--- config.mk ---
export PLATFORM = sky130hd
export DESIGN_NAME = player_action_fsm
export DESIGN_NICKNAME = d
export VERILOG_FILES = /design/src/rtl/player_action_fsm.sv
export SDC_FILE = /design/constraint.sdc
export NUM_CORES = 1
export LEC_CHECK = 0
export ABC_AREA = 1
export CAP_MARGIN = 20
export CORE_MARGIN = 2
export CORE_UTILIZATION = 40
export CTS_CLUSTER_DIAMETER = 50
export DETAILED_ROUTE_END_ITERATION = 10
export GPL_ROUTABILITY_DRIVEN = 0
export PLACE_DENSITY = 0.71
export RECOVER_POWER = 25
export SYNTH_ARGS = -nofsm -noshare
export SYNTH_HDL_FRONTEND = slang
export SYNTH_SLANG_ARGS = --single-unit
--- constraint.sdc ---
create_clock -name clk -period 4.87 [get_ports clk]
set_clock_uncertainty 0.1 [all_clocks]
set_input_delay 0.487 -clock clk [delete_from_list [all_inputs] [get_ports clk]]
set_output_delay 0.487 -clock clk [all_outputs]
set_load 0.02 [all_outputs]
--- src/rtl/player_action_fsm.sv ---
// Per-player action FSM: buttons -> state code and clamped x, with stun/dead handling.
// Latency: state and x update on the clk edge where frame_tick=1 and are held between ticks.
// Backpressure: none; every frame_tick is consumed, and an opp_hit edge is latched until the next tick.
module player_action_fsm #(
    parameter int unsigned PLAYER_ID   = 0,
    parameter int unsigned X_INIT      = 64,
    parameter int unsigned X_MIN       = 0,
    parameter int unsigned X_MAX       = 576,
    parameter int unsigned FWD_STEP    = 3,
    parameter int unsigned BWD_STEP    = 2,
    parameter int unsigned MIN_GAP     = 64,
    parameter int unsigned STARTUP_FR  = 5,
    parameter int unsigned ACTIVE_FR   = 2,
    parameter int unsigned RECOVERY_FR = 16,
    parameter int unsigned STUN_FR     = 15
) (
    input  logic       clk,
    input  logic       reset_n,
    input  logic       frame_tick,
    input  logic       btn_left,
    input  logic       btn_right,
    input  logic       btn_attack,
    input  logic [9:0] opp_x,
    input  logic       opp_hit,
    input  logic       lives_zero,
    output logic [3:0] state,
    output logic [9:0] x
);

    typedef enum logic [3:0] {
        ST_IDLE      = 4'd0,
        ST_MOVE_FWD  = 4'd1,
        ST_MOVE_BWD  = 4'd2,
        ST_ATK_START = 4'd5,
        ST_ATK_ACT   = 4'd6,
        ST_ATK_REC   = 4'd7,
        ST_STUN      = 4'd8,
        ST_DEAD      = 4'd9
    } state_t;

    // Position math is done in 11 bits so opp_x + MIN_GAP can never wrap.
    localparam logic [10:0] L_XMIN = 11'(X_MIN);
    localparam logic [10:0] L_XMAX = 11'(X_MAX);
    localparam logic [10:0] L_FWD  = 11'(FWD_STEP);
    localparam logic [10:0] L_BWD  = 11'(BWD_STEP);
    localparam logic [10:0] L_GAP  = 11'(MIN_GAP);
    localparam logic [7:0]  C_START = 8'(STARTUP_FR);
    localparam logic [7:0]  C_ACT   = 8'(ACTIVE_FR);
    localparam logic [7:0]  C_REC   = 8'(RECOVERY_FR);
    localparam logic [7:0]  C_STUN  = 8'(STUN_FR);

    state_t      st;
    logic [7:0]  cnt;
    logic        stun_pend;
    logic        hit_q;
    logic        atk_q;

    logic        hit_rise;
    logic        stun_now;
    logic        atk_press;
    logic        fwd_req;
    logic        bwd_req;
    logic [10:0] x11;
    logic [10:0] opp11;
    logic [10:0] fwd_lim;
    logic [10:0] near_lim;
    logic [10:0] x_fwd;
    logic [10:0] x_bwd;

    assign state = st;

    // Event detection and next-x candidates for forward/backward motion.
    always_comb begin
        hit_rise  = opp_hit & ~hit_q;
        stun_now  = stun_pend | hit_rise;
        atk_press = btn_attack & ~atk_q;
        if (PLAYER_ID == 0) begin
            fwd_req = btn_right & ~btn_left;
            bwd_req = btn_left & ~btn_right;
        end else begin
            fwd_req = btn_left & ~btn_right;
            bwd_req = btn_right & ~btn_left;
        end
        x11      = {1'b0, x};
        opp11    = {1'b0, opp_x};
        fwd_lim  = L_XMIN;
        near_lim = L_XMIN;
        x_fwd    = x11;
        x_bwd    = x11;
        if (PLAYER_ID == 0) begin
            // Forward is +x: stop at MIN_GAP short of the opponent or at X_MAX.
            fwd_lim = (opp11 < L_GAP) ? L_XMIN : (opp11 - L_GAP);
            if (fwd_lim > L_XMAX) fwd_lim = L_XMAX;
            if (x11 >= fwd_lim)                x_fwd = x11;
            else if (x11 + L_FWD >= fwd_lim)   x_fwd = fwd_lim;
            else                               x_fwd = x11 + L_FWD;
            // Backward is -x, saturating at X_MIN.
            if (x11 <= L_XMIN)                 x_bwd = x11;
            else if (x11 < L_XMIN + L_BWD)     x_bwd = L_XMIN;
            else                               x_bwd = x11 - L_BWD;
        end else begin
            // Forward is -x: stop at MIN_GAP past the opponent, within the screen.
            near_lim = opp11 + L_GAP;
            if (near_lim > L_XMAX) near_lim = L_XMAX;
            fwd_lim = (near_lim < L_XMIN) ? L_XMIN : near_lim;
            if (x11 <= fwd_lim)                x_fwd = x11;
            else if (x11 < fwd_lim + L_FWD)    x_fwd = fwd_lim;
            else                               x_fwd = x11 - L_FWD;
            // Backward is +x, saturating at X_MAX.
            if (x11 >= L_XMAX)                 x_bwd = x11;
            else if (x11 + L_BWD > L_XMAX)     x_bwd = L_XMAX;
            else                               x_bwd = x11 + L_BWD;
        end
    end

    // Action state machine; all state and x updates are gated by frame_tick.
    always_ff @(posedge clk or negedge reset_n) begin
        if (!reset_n) begin
            st        <= ST_IDLE;
            x         <= 10'(X_INIT);
            cnt       <= '0;
            stun_pend <= 1'b0;
            hit_q     <= 1'b0;
            atk_q     <= 1'b0;
        end else begin
            hit_q <= opp_hit;
            if (hit_rise) stun_pend <= 1'b1;
            if (frame_tick) begin
                atk_q     <= btn_attack;
                stun_pend <= 1'b0;
                if (st == ST_DEAD || lives_zero) begin
                    st <= ST_DEAD;
                end else if (stun_now) begin
                    st  <= ST_STUN;
                    cnt <= C_STUN;
                end else begin
                    case (st)
                        ST_IDLE, ST_MOVE_FWD, ST_MOVE_BWD: begin
                            if (atk_press) begin
                                st  <= ST_ATK_START;
                                cnt <= C_START;
                            end else if (fwd_req) begin
                                st <= ST_MOVE_FWD;
                                x  <= x_fwd[9:0];
                            end else if (bwd_req) begin
                                st <= ST_MOVE_BWD;
                                x  <= x_bwd[9:0];
                            end else begin
                                st <= ST_IDLE;
                            end
                        end
                        ST_ATK_START: begin
                            if (cnt <= 8'd1) begin
                                st  <= ST_ATK_ACT;
                                cnt <= C_ACT;
                            end else cnt <= cnt - 8'd1;
                        end
                        ST_ATK_ACT: begin
                            if (cnt <= 8'd1) begin
                                st  <= ST_ATK_REC;
                                cnt <= C_REC;
                            end else cnt <= cnt - 8'd1;
                        end
                        ST_ATK_REC, ST_STUN: begin
                            if (cnt <= 8'd1) begin
                                st  <= ST_IDLE;
                                cnt <= '0;
                            end else cnt <= cnt - 8'd1;
                        end
                        default: st <= ST_IDLE;
                    endcase
                end
            end
        end
    end

endmodule

==> results of run 1 <==
## flip-flops by register name (all words and copies together) (netlist names)
signal	cells
state	4
atk_q	1
stun_pend	1
x	10
cnt	8
hit_q	1
## stage by stage
| stage | setup slack, ps | instance area, um^2 |
|---|---|---|
| final | 1435 | 3517 |
| after global routing | 1167 | 3517 |
| after CTS | 1454 | 3521 |
| after detailed placement | 1163 | 3472 |
| after global placement | 1215 | 3472 |
| after floorplan | 2089 | 3057 |
## cells in the final DEF (no fill, tap or decap), types with 2 or more instances in the layout
cell type	count
sky130_fd_sc_hd__o22ai_1	2
sky130_fd_sc_hd__a31oi_1	4
sky130_fd_sc_hd__clkbuf_8	3
sky130_fd_sc_hd__inv_1	93
sky130_fd_sc_hd__nand3_1	29
sky130_fd_sc_hd__nand4_1	18
sky130_fd_sc_hd__a21oi_2	8
sky130_fd_sc_hd__nand2_4	3
sky130_fd_sc_hd__nand2_1	129
sky130_fd_sc_hd__dfrtp_1	24
sky130_fd_sc_hd__nand2_2	12
sky130_fd_sc_hd__o21ai_1	2
sky130_fd_sc_hd__clkdlybuf4s50_1	29
sky130_fd_sc_hd__nand3_2	2
sky130_fd_sc_hd__inv_2	8
sky130_fd_sc_hd__nor2_2	5
sky130_fd_sc_hd__ha_1	32
sky130_fd_sc_hd__o21ai_0	18
sky130_fd_sc_hd__xor2_1	8
sky130_fd_sc_hd__a21oi_1	9
sky130_fd_sc_hd__dlygate4sd3_1	2
sky130_fd_sc_hd__a21oi_4	2
sky130_fd_sc_hd__nor2_4	3
sky130_fd_sc_hd__nor2_1	63
sky130_fd_sc_hd__nor3_1	3
## path summary, 6_finish.rpt
path | end | depth (start not counted) | start | slack, ps
worst max-delay path | x[9] | 20 | opp_x[6] | 1440
worst min-delay path | cnt[1] | 2 | cnt[1] | 400
worst max register to register | x[9] | 18 | x[1] | 1650
worst min register to register | cnt[1] | 2 | cnt[1] | 400
max in group asynchronous | cnt[0] | 2 | reset_n | 2900
min in group asynchronous | state[1] | 2 | reset_n | 940
## final cells by class
cell class | instances | area (um^2)
Fill cell | 738 | 3814
Multi-Input combinational cell | 361 | 2012
Sequential cell | 25 | 626.9
Inverter | 103 | 391.6
Timing Repair Buffer | 32 | 314.1
Tap cell | 99 | 123.9
Clock buffer | 3 | 41.29
Clock inverter | 1 | 7.507
## per-layer routing
metal / track usage, % / share of wire, % / vias up
li1: - / - / 1602
met2: 28.74 / 44 / 92
met5: 0 / 0 / -
met4: 4.293 / 1.7 / 0
met1: 26.02 / 49 / 1390
met3: 2.241 / 5.0 / 12
## cells by family (layout without fill, tap and decap cells)
family	count (synthesis)	in the layout
flip-flops	25	25
buffers and inverters	107	139
adder cells (fa/ha/maj)	32	32
AND/OR/NAND/NOR	268	268
XOR/XNOR	9	9
other	1	1
AO/OA/AOI/OAI	51	51
## critical path, delay by kind of cell
kind / cells / cell delay, ps
simple gates: 12 / 1190
fa+ha+maj: 2 / 550
buf+inv: 3 / 610
compound gates: 3 / 720
## power by group through the flow
stage	sequential [mW]	combinational, mW	clock [mW]
2_1_floorplan	0.385	0.697	0
3_3_place_gp	0.383	0.951	0
3_5_place_dp	0.383	0.971	0
4_1_cts	0.380	0.976	0.134
5_1_grt	0.391	1.12	0.141
6_report	0.380	0.977	0.131
==> impl_summary.log, run 1 <==
[metrics] number of antenna repair diodes: 0
[metrics] fraction of synthesis flops using an asynchronous set or reset pin: 100.0%
[metrics] latest clock arrival within the worst-skew pair: 280 ps
[metrics] cell with the most instances after synthesis: sky130_fd_sc_hd__nand2_1
[metrics] kind of critical path: in -> reg
[metrics] GRT Residual Overflow: 0
[metrics] synthesized netlist net count: 543
[metrics] number of cells in the design after placement: 620
[metrics] Tcrit/Tclk final: 70.52%
[metrics] die outline height: 91.42 um
[metrics] vias after detailed routing: 3096
[metrics] antenna violations before repair: 0
[metrics] max frequency: 291.2 MHz
[metrics] Setup-failing EPs final: 0
[metrics] number of hold-slack violations in the final timing report: 0
[metrics] post-CTS sizing: 0
[metrics] quantity of I/O buffers inserted on ports: 31
[metrics] area fraction in compound gates after synthesis: 10.93%
[metrics] Post-DRT Antenna Nets: 0
[metrics] worst hold slack: 396.0 ps
[metrics] area grow syn2layout: 15.06%
[metrics] buffers from clock root to sink, at most: 2
[metrics] Die Width: 91.42 um
[metrics] max capacitance violation total: 0
[metrics] pwr/cell area: 422.9 mW/mm^2
[metrics] maximum number of pins on one net before global-route repair: 26
[metrics] reported net switching power: 779.3 uW
[metrics] LEAKAGE: 1.939 nW
[metrics] via count of the first global-routing pass: 2758
[metrics] fraction of synthesized area in multiplexers: 0%
[metrics] switching share of power: 52.40%
[metrics] area of the die: 0.008357 mm^2
[metrics] combined global-route utilization of all metal layers: 18.10%
[metrics] sequential element share of the synthesized area: 20.51%
[metrics] CP Max Fanout: 11
[metrics] startpoint type of the worst setup path: input pin
[metrics] cell-internal power: 707.9 uW
[metrics] Post-Synthesis Mean Instance Area: 6.200 um^2
[metrics] hold-fix buffers at CTS: 0
[metrics] IO Pins: 32
[metrics] Largest stage delay, worst path: 480 ps
[metrics] non-filler instance count after layout: 624
[metrics] HPWL after detailed placement: 5.989 mm
[metrics] leading cell types by count after synthesis: 129 x sky130_fd_sc_hd__nand2_1, 93 x sky130_fd_sc_hd__inv_1, 63 x sky130_fd_sc_hd__nor2_1
[metrics] number of CTS-inserted buffers: 3
[metrics] number of synthesized flops with an enable pin: 0
[metrics] # Post-CTS Setup Buffers: 0
[metrics] cell count after synthesis: 493
[metrics] flip-flop cell with the highest count after synthesis: sky130_fd_sc_hd__dfrtp_1
[metrics] Max transition margin: 6.770%
[metrics] clock root buffer: sky130_fd_sc_hd__clkbuf_8
[metrics] synthesized area: 0.003057 mm^2
[metrics] number of design rule violations left after detail routing: 0
[metrics] core outline area: 0.007331 mm^2
[metrics] CTS H-tree depth: 1
[metrics] effective utilization at floorplan: 41.70%
[metrics] clock-pin transition on the worst setup and hold timing paths: 100 ps
[metrics] power share of the combinational group: 65.7%
[metrics] TritonCTS Sinks: 25
[metrics] Worst EP arrival: 3550 ps
[metrics] post-synth top area share: 19.65%
[metrics] clock share of power: 8.8%
[metrics] total power of the final layout: 1.487 mW
[metrics] worst path cell trace: clkdlybuf4s50_1 > inv_1 > ha_1 > nand2_1 > nand2_1 > nand2_2 > nand2_1 > nor2_2 > nand2_2 > a21boi_0 > ha_1 > nand2_1 > inv_1 > nand2_1 > nand2_1 > nand2_2 > nand3_2 > o21ai_1 > nand2_1 > a21oi_2
[metrics] unrepaired setup endpoints after global routing: false
[metrics] Reg power frac: 25.5%
[metrics] crit path time final: 3435 ps
[metrics] most common cell type on the critical path: sky130_fd_sc_hd__nand2_1
[metrics] wire length per cell after detailed routing: 11.82 um
[metrics] combinational family with the most area after synthesis: simple AND/OR/NAND/NOR gates
[metrics] library cell occupying the most area in the post-synthesis netlist: sky130_fd_sc_hd__dfrtp_1
[metrics] fraction of the mapped netlist area in adder cells: 13.10%
[metrics] first-pass GRT wire length: 12.59 mm
[metrics] router iterations before antenna repair: 6
[metrics] Yosys Warn Count: 0
[metrics] Slew Limit Fails: 0
[metrics] layout cell share with drive strength beyond 1: 9.714%
[metrics] Synth Area in XOR/XNOR: 2.579%
[metrics] iteration-0 DRC count of the detailed router: 193
[metrics] total negative setup slack: 0 ps
[metrics] row cnt: 31
[metrics] TritonCTS clock tree: yes
[metrics] maximum ir drop on the vdd rail: 0.0001392 V
[metrics] slew at the pin closest to its max-slew limit: 1398 ps
[metrics] cell with the biggest individual delay on the critical path: sky130_fd_sc_hd__clkdlybuf4s50_1
[metrics] Required @ worst endpoint: 4990 ps
[metrics] wirelength, routed: 7.375 mm
[metrics] run status: finished clean
[metrics] library cells used by synthesis: 36
[metrics] post-DR vias/cell: 4.962
[metrics] Seq cells post-synth: 25
[metrics] top post-synthesis cells by area: sky130_fd_sc_hd__dfrtp_1 20%, sky130_fd_sc_hd__nand2_1 16%, sky130_fd_sc_hd__ha_1 13%
[metrics] worst min-delay path category: reg -> reg
[metrics] utilization of the core after routing: 47.98%
[metrics] number of nets in the finished design: 576
[metrics] crit path capture type: flop
[metrics] Simple-Gate Fraction of Synth Area: 39.09%
(Power assumes the default switching activity.)
==> inputs of run 2 (changes only) <==
- clock period: 4.87 -> 3.2 ns (I/O delays scaled with it)
==> run 2 against run 1 <==
Clock power up 44%; critical path depth is 3 higher; non-clock buffer count grew 22; global-route usage increased by 1.2 points; utilization is 3.0 points higher.
==> impl_summary.log, run 2 (synthesis results as in run 1) <==
[metrics] run status: finished clean
[metrics] slew at the pin closest to its max-slew limit: 1408 ps (+9.281 ps)
[metrics] worst path buffer plus inverter count: 4 (+1)
[metrics] GRT Residual Overflow: 0 (unchanged)
[metrics] TritonCTS Sinks: 25 (unchanged)
[metrics] family with the most delay on the worst path: simple AND/OR/NAND/NOR gates
[metrics] CP Max Fanout: 6 (-5)
[metrics] met1 Resource Use GR: 27.20% (+1.2 points)
[metrics] Largest stage delay, worst path: 480 ps (about the same)
[metrics] non-filler instance count after layout: 646 (+3.5%)
[metrics] most frequent standard cell in the layout excluding fill and tap cells: sky130_fd_sc_hd__nand2_1
[metrics] Post-DRT Antenna Nets: 0 (unchanged)
[metrics] wire length per cell after detailed routing: 12.11 um (+2.5%)
[metrics] Tcrit/Tclk final: 92.58%
[metrics] max capacitance violation total: 0 (unchanged)
[metrics] max frequency: 337.6 MHz
[metrics] worst min-delay path category: reg -> reg
[metrics] router iterations before antenna repair: 6 (unchanged)
[metrics] core outline area: 0.007331 mm^2 (unchanged)
[metrics] crit path capture type: flop
[metrics] area grow syn2layout: 22.14%
[metrics] utilization of the core after routing: 50.93% (+3.0 points)
[metrics] Slew Limit Fails: 0 (unchanged)
[metrics] Die Width: 91.42 um (unchanged)
[metrics] Filler Cell Count: 726 (-1.6%)
[metrics] met3 track demand over resource: 2.905% (+0.66 points)
[metrics] latest clock arrival within the worst-skew pair: 270 ps (about the same)
[metrics] slack of the worst reg-to-reg path: 300 ps (-1350 ps)
[metrics] iteration-0 DRC count of the detailed router: 190 (-1.6%)
[metrics] maximum ir drop on the vdd rail: 0.0002660 V (+91%)
[metrics] area of the die: 0.008357 mm^2 (unchanged)
[metrics] combined global-route utilization of all metal layers: 19.30% (+1.2 points)
[metrics] TritonCTS clock tree: yes
[metrics] number of antenna repair diodes: 0 (unchanged)
[metrics] number of CTS-inserted buffers: 3 (unchanged)
[metrics] hold-fix buffers at CTS: 0 (unchanged)
[metrics] LEAKAGE: 2.066 nW (+6.6%)
[metrics] worst path cell trace: clkdlybuf4s50_1 > inv_1 > ha_1 > nand2_1 > nand2_1 > nand2_2 > nand2_1 > nor2_2 > nand2_2 > nand2_4 > nand2_2 > ha_1 > inv_1 > nor2_2 > nand2_2 > nor2_4 > nand2_1 > nand2_2 > nand2_4 > buf_4 > nand3_1 > nand2_1 > a21oi_2
[metrics] post-DR vias/cell: 4.842 (-2.4%)
[metrics] IO Pins: 32 (unchanged)
[metrics] Worst EP arrival: 3060 ps (-490 ps)
[metrics] register with the most flip-flops: x
[metrics] HPWL after detailed placement: 6.244 mm (+4.3%)
[metrics] buffers from clock root to sink, at most: 2 (unchanged)
[metrics] startpoint type of the worst setup path: input pin
[metrics] number of hold-slack violations in the final timing report: 0 (unchanged)
[metrics] clock root buffer: sky130_fd_sc_hd__clkbuf_8
[metrics] die outline height: 91.42 um (unchanged)
[metrics] Max transition margin: 6.152% (-0.62 points)
[metrics] layout cell share with drive strength beyond 1: 15.54% (+5.8 points)
[metrics] clock-pin transition on the worst setup and hold timing paths: 80 ps (-20 ps)
[metrics] kind of critical path: in -> reg
[metrics] vias after detailed routing: 3128 (+1.0%)
[metrics] via count of the first global-routing pass: 3033 (+10%)
[metrics] row cnt: 31 (unchanged)
[metrics] number of design rule violations left after detail routing: 0 (unchanged)
[metrics] antenna violations before repair: 0 (unchanged)
[metrics] quantity of I/O buffers inserted on ports: 31 (unchanged)
[metrics] maximum number of pins on one net before global-route repair: 26 (unchanged)
[metrics] wirelength, routed: 7.825 mm (+6.1%)
[metrics] CTS H-tree depth: 1 (unchanged)
[metrics] highest-count cells in the layout ignoring fill and taps: 125 x sky130_fd_sc_hd__nand2_1, 93 x sky130_fd_sc_hd__inv_1, 56 x sky130_fd_sc_hd__nor2_1
[metrics] cell with the biggest individual delay on the critical path: sky130_fd_sc_hd__clkdlybuf4s50_1
[metrics] pwr/cell area: 638.4 mW/mm^2 (+51%)
[metrics] busiest layer in global routing: met2
[metrics] Required @ worst endpoint: 3300 ps (-1690 ps)
[metrics] number of cells in the design after placement: 640 (+3.2%)
[metrics] global-route met2 utilization: 31.68% (+2.9 points)
[metrics] Setup-failing EPs final: 0 (unchanged)
[metrics] number of nets in the finished design: 598 (+3.8%)
[metrics] unrepaired setup endpoints after global routing: false
[metrics] effective utilization at floorplan: 41.70% (unchanged)
[metrics] first-pass GRT wire length: 13.59 mm (+7.9%)
[metrics] crit path time final: 2962 ps
[metrics] Largest register FFs: 10 (unchanged)
run 2: cell count changes in the layout (fill, tap and decap cells not counted), moves of 2 or more:
| cell | delta |
|---|---|
| sky130_fd_sc_hd__nand2_2 | +2 |
| sky130_fd_sc_hd__nand2_1 | -4 |
| sky130_fd_sc_hd__buf_4 | +22 |
| sky130_fd_sc_hd__nor2_1 | -7 |
| sky130_fd_sc_hd__nand2_4 | +2 |
| sky130_fd_sc_hd__nor2_2 | +6 |
run 2: metal layers:
layer / vias to the layer above / wire (um)
li1: 1646 / -
met1: 1407 / 3840
met2: 67 / 3575
met3: 8 / 344
met4: 0 / 64
met5: - / 0
run 2: worst register-to-register path, delay by kind of cell, from the launching register on:
family	cells	cell delay, ps
and+or+nand+nor	13	1290
DFF	1	410
buffers and inverters	4	470
adders and majority gates	2	430
AOI/OAI and AO/OA	1	120
run 2: cell type report:
type                       count  area (um^2)  share of cell area [%]
multi-input combinational    361         2066                   55.33
tap                           99        123.9                   3.318
timing repair buffer          54        479.2                   12.84
sequential                    25        626.9                   16.79
clock buffer                   3        41.29                   1.106
inverter                     103        391.6                   10.49
clock inverter                 1        5.005                  0.1340
run 2: final timing paths:
kind / start / endpoint / cells after the start
worst max-delay path: opp_x[6] / x[4] / 23
worst min-delay path: cnt[1] / cnt[1] / 2
worst max register to register: x[1] / x[1] / 20
worst min register to register: cnt[1] / cnt[1] / 2
max in group asynchronous: reset_n / cnt[7] / 2
min in group asynchronous: reset_n / hit_q / 2
run 2: where the power goes:
| group | internal, mW | leakage (nW) | total, mW | switching [mW] |
|---|---|---|---|---|
| logic | 0.656 | 1.73 | 1.65 | 0.995 |
| clock network | 0.0870 | 0.0255 | 0.188 | 0.101 |
| registers | 0.404 | 0.310 | 0.545 | 0.141 |
| total | 1.15 | 2.07 | 2.38 | 1.24 |
run 2: timing repair:
action	CTS	global route
cloned	0	0
setup buffers	0	2
pin swaps	0	5
setup endpoints to repair	8	10
resized for setup	1	16
run 2: per-stage QoR:
stage | cell area, um^2 | setup WS [ps] | hold WS (ps) | TNS [ps] | total power, mW
after floorplan | 3057 | 465.8 | -75.59 | 0 | 1.646
after CTS | 3669 | 51.60 | 314.2 | 0 | 2.328
after detailed placement | 3622 | -366.2 | 405.4 | -3222 | 2.125
final | 3734 | 237.6 | 415.2 | 0 | 2.384
after global placement | 3622 | -283.2 | 376.2 | -2445 | 2.093
after global routing | 3734 | 0.4694 | 467.5 | 0 | 2.660
==> inputs of run 3 (changes only) <==
- ABC_AREA: 1 -> unset
==> run 3 against run 2 <==
The flow now finishes with violations (setup timing); maximum frequency fell by 10%; total power fell by 15%; global-route usage rose by 4.6 points; critical path depth fell by 10; via count rose by 1.5%; first-iteration DRC count rose by 3.7%; hold slack improved by 14 ps; worst setup slack got worse by 330 ps; sequential share of layout area fell by 2.3 points; largest cell class unchanged; largest power group unchanged; highest routed layer unchanged.
==> impl_summary.log, run 3 <==
[metrics] run status: finished with violations
[metrics] violated checks: setup timing
[metrics] Largest register FFs: 10 (unchanged)
[metrics] row cnt: 30 (-3.2%)
[metrics] maximum number of pins on one net before global-route repair: 26 (unchanged)
[metrics] number of synthesized flops with an enable pin: 0 (unchanged)
[metrics] Die Width: 87.18 um (-4.6%)
[metrics] pwr/cell area: 465.7 mW/mm^2 (-27%)
[metrics] Post-Synthesis Mean Instance Area: 7.953 um^2 (+28%)
[metrics] number of CTS-inserted buffers: 3 (unchanged)
[metrics] family with the most delay on the worst path: compound AO/OA/AOI/OAI gates
[metrics] cell with the biggest individual delay on the critical path: sky130_fd_sc_hd__a41oi_4
[metrics] wirelength, routed: 9.951 mm (+27%)
[metrics] register with the most flip-flops: x
[metrics] Slew Limit Fails: 0 (unchanged)
[metrics] cell with the most instances after synthesis: sky130_fd_sc_hd__ha_1
[metrics] number of design rule violations left after detail routing: 0 (unchanged)
[metrics] clock-pin transition on the worst setup and hold timing paths: 90 ps (about the same)
[metrics] area of the die: 0.007600 mm^2 (-9.1%)
[metrics] worst min-delay path startpoint: cnt[7]
[metrics] dpl ws: -828.5 ps (-462.3 ps)
[metrics] crit path time final: 3290 ps (+327.9 ps)
[metrics] cell count of the worst hold path: 1 (-1)
[metrics] GRT Residual Overflow: 0 (unchanged)
[metrics] quantity of I/O buffers inserted on ports: 31 (unchanged)
[metrics] most frequent standard cell in the layout excluding fill and tap cells: sky130_fd_sc_hd__buf_4
[metrics] number of hold-slack violations in the final timing report: 0 (unchanged)
[metrics] CTS H-tree depth: 1 (unchanged)
[metrics] area grow syn2layout: 56.69%
[metrics] max frequency: 303.9 MHz (-10%)
[metrics] TritonCTS clock tree: yes
[metrics] layout cell share with drive strength beyond 1: 40.45% (+25 points)
[metrics] unrepaired setup endpoints after global routing: true
[metrics] fraction of synthesis flops using an asynchronous set or reset pin: 100.0% (unchanged)
[metrics] max capacitance violation total: 0 (unchanged)
[metrics] number of antenna repair diodes: 0 (unchanged)
[metrics] combined global-route utilization of all metal layers: 23.94% (+4.6 points)
[metrics] worst min-delay path category: reg -> reg
[metrics] number of nets in the finished design: 491 (-18%)
[metrics] Seq cells post-synth: 25 (unchanged)
[metrics] cell count after synthesis: 348 (-29%)
[metrics] maximum ir drop on the vdd rail: 0.0003064 V (+15%)
[metrics] Setup-failing EPs final: 8 (+8)
[metrics] post-DR vias/cell: 6.108 (+26%)
[metrics] core outline area: 0.006756 mm^2 (-7.8%)
[metrics] Worst EP arrival: 3370 ps (+310 ps)
[metrics] buffers from clock root to sink, at most: 2 (unchanged)
[metrics] reg-to-reg critical path startpoint: x[1]
[metrics] Largest stage delay, worst path: 420 ps (-60 ps)
[metrics] router iterations before antenna repair: 5 (-1)
[metrics] kind of critical path: reg -> reg
[metrics] latest clock arrival within the worst-skew pair: 270 ps (about the same)
[metrics] LEAKAGE: 1.759 nW (-15%)
[metrics] Tcrit/Tclk final: 102.8% (+10 points)
[metrics] first-pass GRT wire length: 14.66 mm (+7.9%)
[metrics] vias after detailed routing: 3176 (+1.5%)
[metrics] slew at the pin closest to its max-slew limit: 1428 ps (+20.11 ps)
[metrics] clock root buffer: sky130_fd_sc_hd__clkbuf_8
[metrics] leading cell types by count after synthesis: 32 x sky130_fd_sc_hd__ha_1, 31 x sky130_fd_sc_hd__nand2_1, 30 x sky130_fd_sc_hd__nor2_1, 30 x sky130_fd_sc_hd__o21ai_0, 27 x sky130_fd_sc_hd__a21oi_1
[metrics] Worst Setup Slack, final: -90.35 ps (-327.9 ps)
[metrics] worst reg2reg path endpoint: x[3]
[metrics] endpoint of the worst hold-timing path: cnt[7]
[metrics] slack of the worst reg-to-reg path: -90 ps (-390 ps)
[metrics] via count of the first global-routing pass: 3041 (+0.26%)
[metrics] synthesized netlist net count: 398 (-27%)
[metrics] Yosys Warn Count: 0 (unchanged)
[metrics] library cell occupying the most area in the post-synthesis netlist: sky130_fd_sc_hd__dfrtp_1
[metrics] effective utilization at floorplan: 40.96% (-0.73 points)
[metrics] worst path cell trace: inv_2 > ha_2 > and4b_2 > nand4_1 > xnor2_2 > ha_1 > a21oi_2 > o21ai_4 > a41oi_4 > buf_6 > and3_4 > o21ai_2 > o211ai_1
[metrics] instance area after placement: 0.003565 mm^2 (-1.6%)
[metrics] die outline height: 87.18 um (-4.6%)
[metrics] cell area after layout: 0.004337 mm^2 (+16%)
[metrics] crit path capture type: flop
[metrics] flip-flop cell with the highest count after synthesis: sky130_fd_sc_hd__dfrtp_1
[metrics] hold-fix buffers at CTS: 0 (unchanged)
[metrics] cell count of the worst reg-to-reg path: 13 (-35%)
[metrics] synthesized area: 0.002768 mm^2 (-9.5%)
[metrics] post-synth top area share: 21.70% (+2.1 points)
[metrics] wire length per cell after detailed routing: 19.14 um (+58%)
[metrics] HPWL after detailed placement: 6.377 mm (+2.1%)
[metrics] sequential element share of the synthesized area: 22.65% (+2.1 points)
[metrics] Max transition margin: 4.811% (-1.3 points)
[metrics] Post-DRT Antenna Nets: 0 (unchanged)
[metrics] IO Pins: 32 (unchanged)
[metrics] Required @ worst endpoint: 3280 ps (-20 ps)
[metrics] iteration-0 DRC count of the detailed router: 197 (+3.7%)
[metrics] TritonCTS Sinks: 25 (unchanged)
[metrics] worst path buffer plus inverter count: 2 (-2)
[metrics] highest-count cells in the layout ignoring fill and taps: 64 x sky130_fd_sc_hd__buf_4, 24 x sky130_fd_sc_hd__nor2_1, 24 x sky130_fd_sc_hd__dfrtp_1
[metrics] antenna violations before repair: 0 (unchanged)
[metrics] top post-synthesis cells by area: sky130_fd_sc_hd__dfrtp_1 22%, sky130_fd_sc_hd__ha_1 14%, sky130_fd_sc_hd__o21ai_0 5.4%
[metrics] CP Max Fanout: 6 (unchanged)
[metrics] library cells used by synthesis: 71 (+97%)
[metrics] startpoint type of the worst setup path: flop
-- run 3: layer usage --
layer	track usage (%)	wire, um	share of wire (%)	up-vias
met5	0	0	0	-
met2	41.57	5091	51	125
met3	1.611	433	4.4	27
met1	31.79	4113	41	1534
li1	-	-	-	1490
met4	7.413	313	3.1	0
-- run 3: cell families after synthesis --
family                     after synthesis  share of synthesized area (%)
adders and majority gates               32                          14.47
xor gates and xnor gates                 9                          2.848
AOI/OAI and AO/OA                      109                          26.13
DFF                                     25                          22.65
other                                    1                         0.1355
and+or+nand+nor                        138                          28.21
muxes                                    1                         0.4068
buffers and inverters                   33                          5.154
-- run 3: where the power goes --
| part | switching, mW | internal (mW) | leakage, nW |
|---|---|---|---|
| clock network | 0.108 | 0.0885 | 0.0217 |
| registers | 0.0825 | 0.371 | 0.311 |
| logic | 0.752 | 0.618 | 1.43 |
-- run 3: stage by stage --
stage	util, %	std cells	hold WS [ps]	TNS [ps]	total power, mW
2_1_floorplan	-	348	-75.59	-10.84	1.078
4_1_cts	59.02	514	308.2	0	1.820
3_3_place_gp	52.76	501	395.5	-6268	1.472
5_1_grt	64.19	520	461.9	-1177	2.158
3_5_place_dp	52.76	501	414.9	-7216	1.505
6_report	64.19	520	429.3	-384.4	2.020
-- run 3: worst max-delay path by stage --
stage / end / start / cells past startpoint
2_1_floorplan: x[6] / opp_x[6] / 13
3_3_place_gp: x[7] / opp_x[7] / 17
3_5_place_dp: x[5] / opp_x[7] / 17
4_1_cts: x[3] / opp_x[1] / 15
5_1_grt: x[6] / x[1] / 13
6_report: x[3] / x[1] / 13
-- run 3: cell type report --
class,count,area [um^2]
inverter,16,60.06
tap,80,100.1
sequential,25,626.9
multi-input combinational,290,2605
clock buffer,3,41.29
fill,514,2420
clock inverter,1,7.507
timing repair buffer,105,895.9
-- run 3: what timing repair did --
item | 4_1_cts | 5_1_grt
gates resized for setup | 74 | 64
endpoints found under the hold margin | 0 | 0
pin swaps | 23 | 35
setup endpoints to repair | 10 | 10
setup buffers | 9 | 8
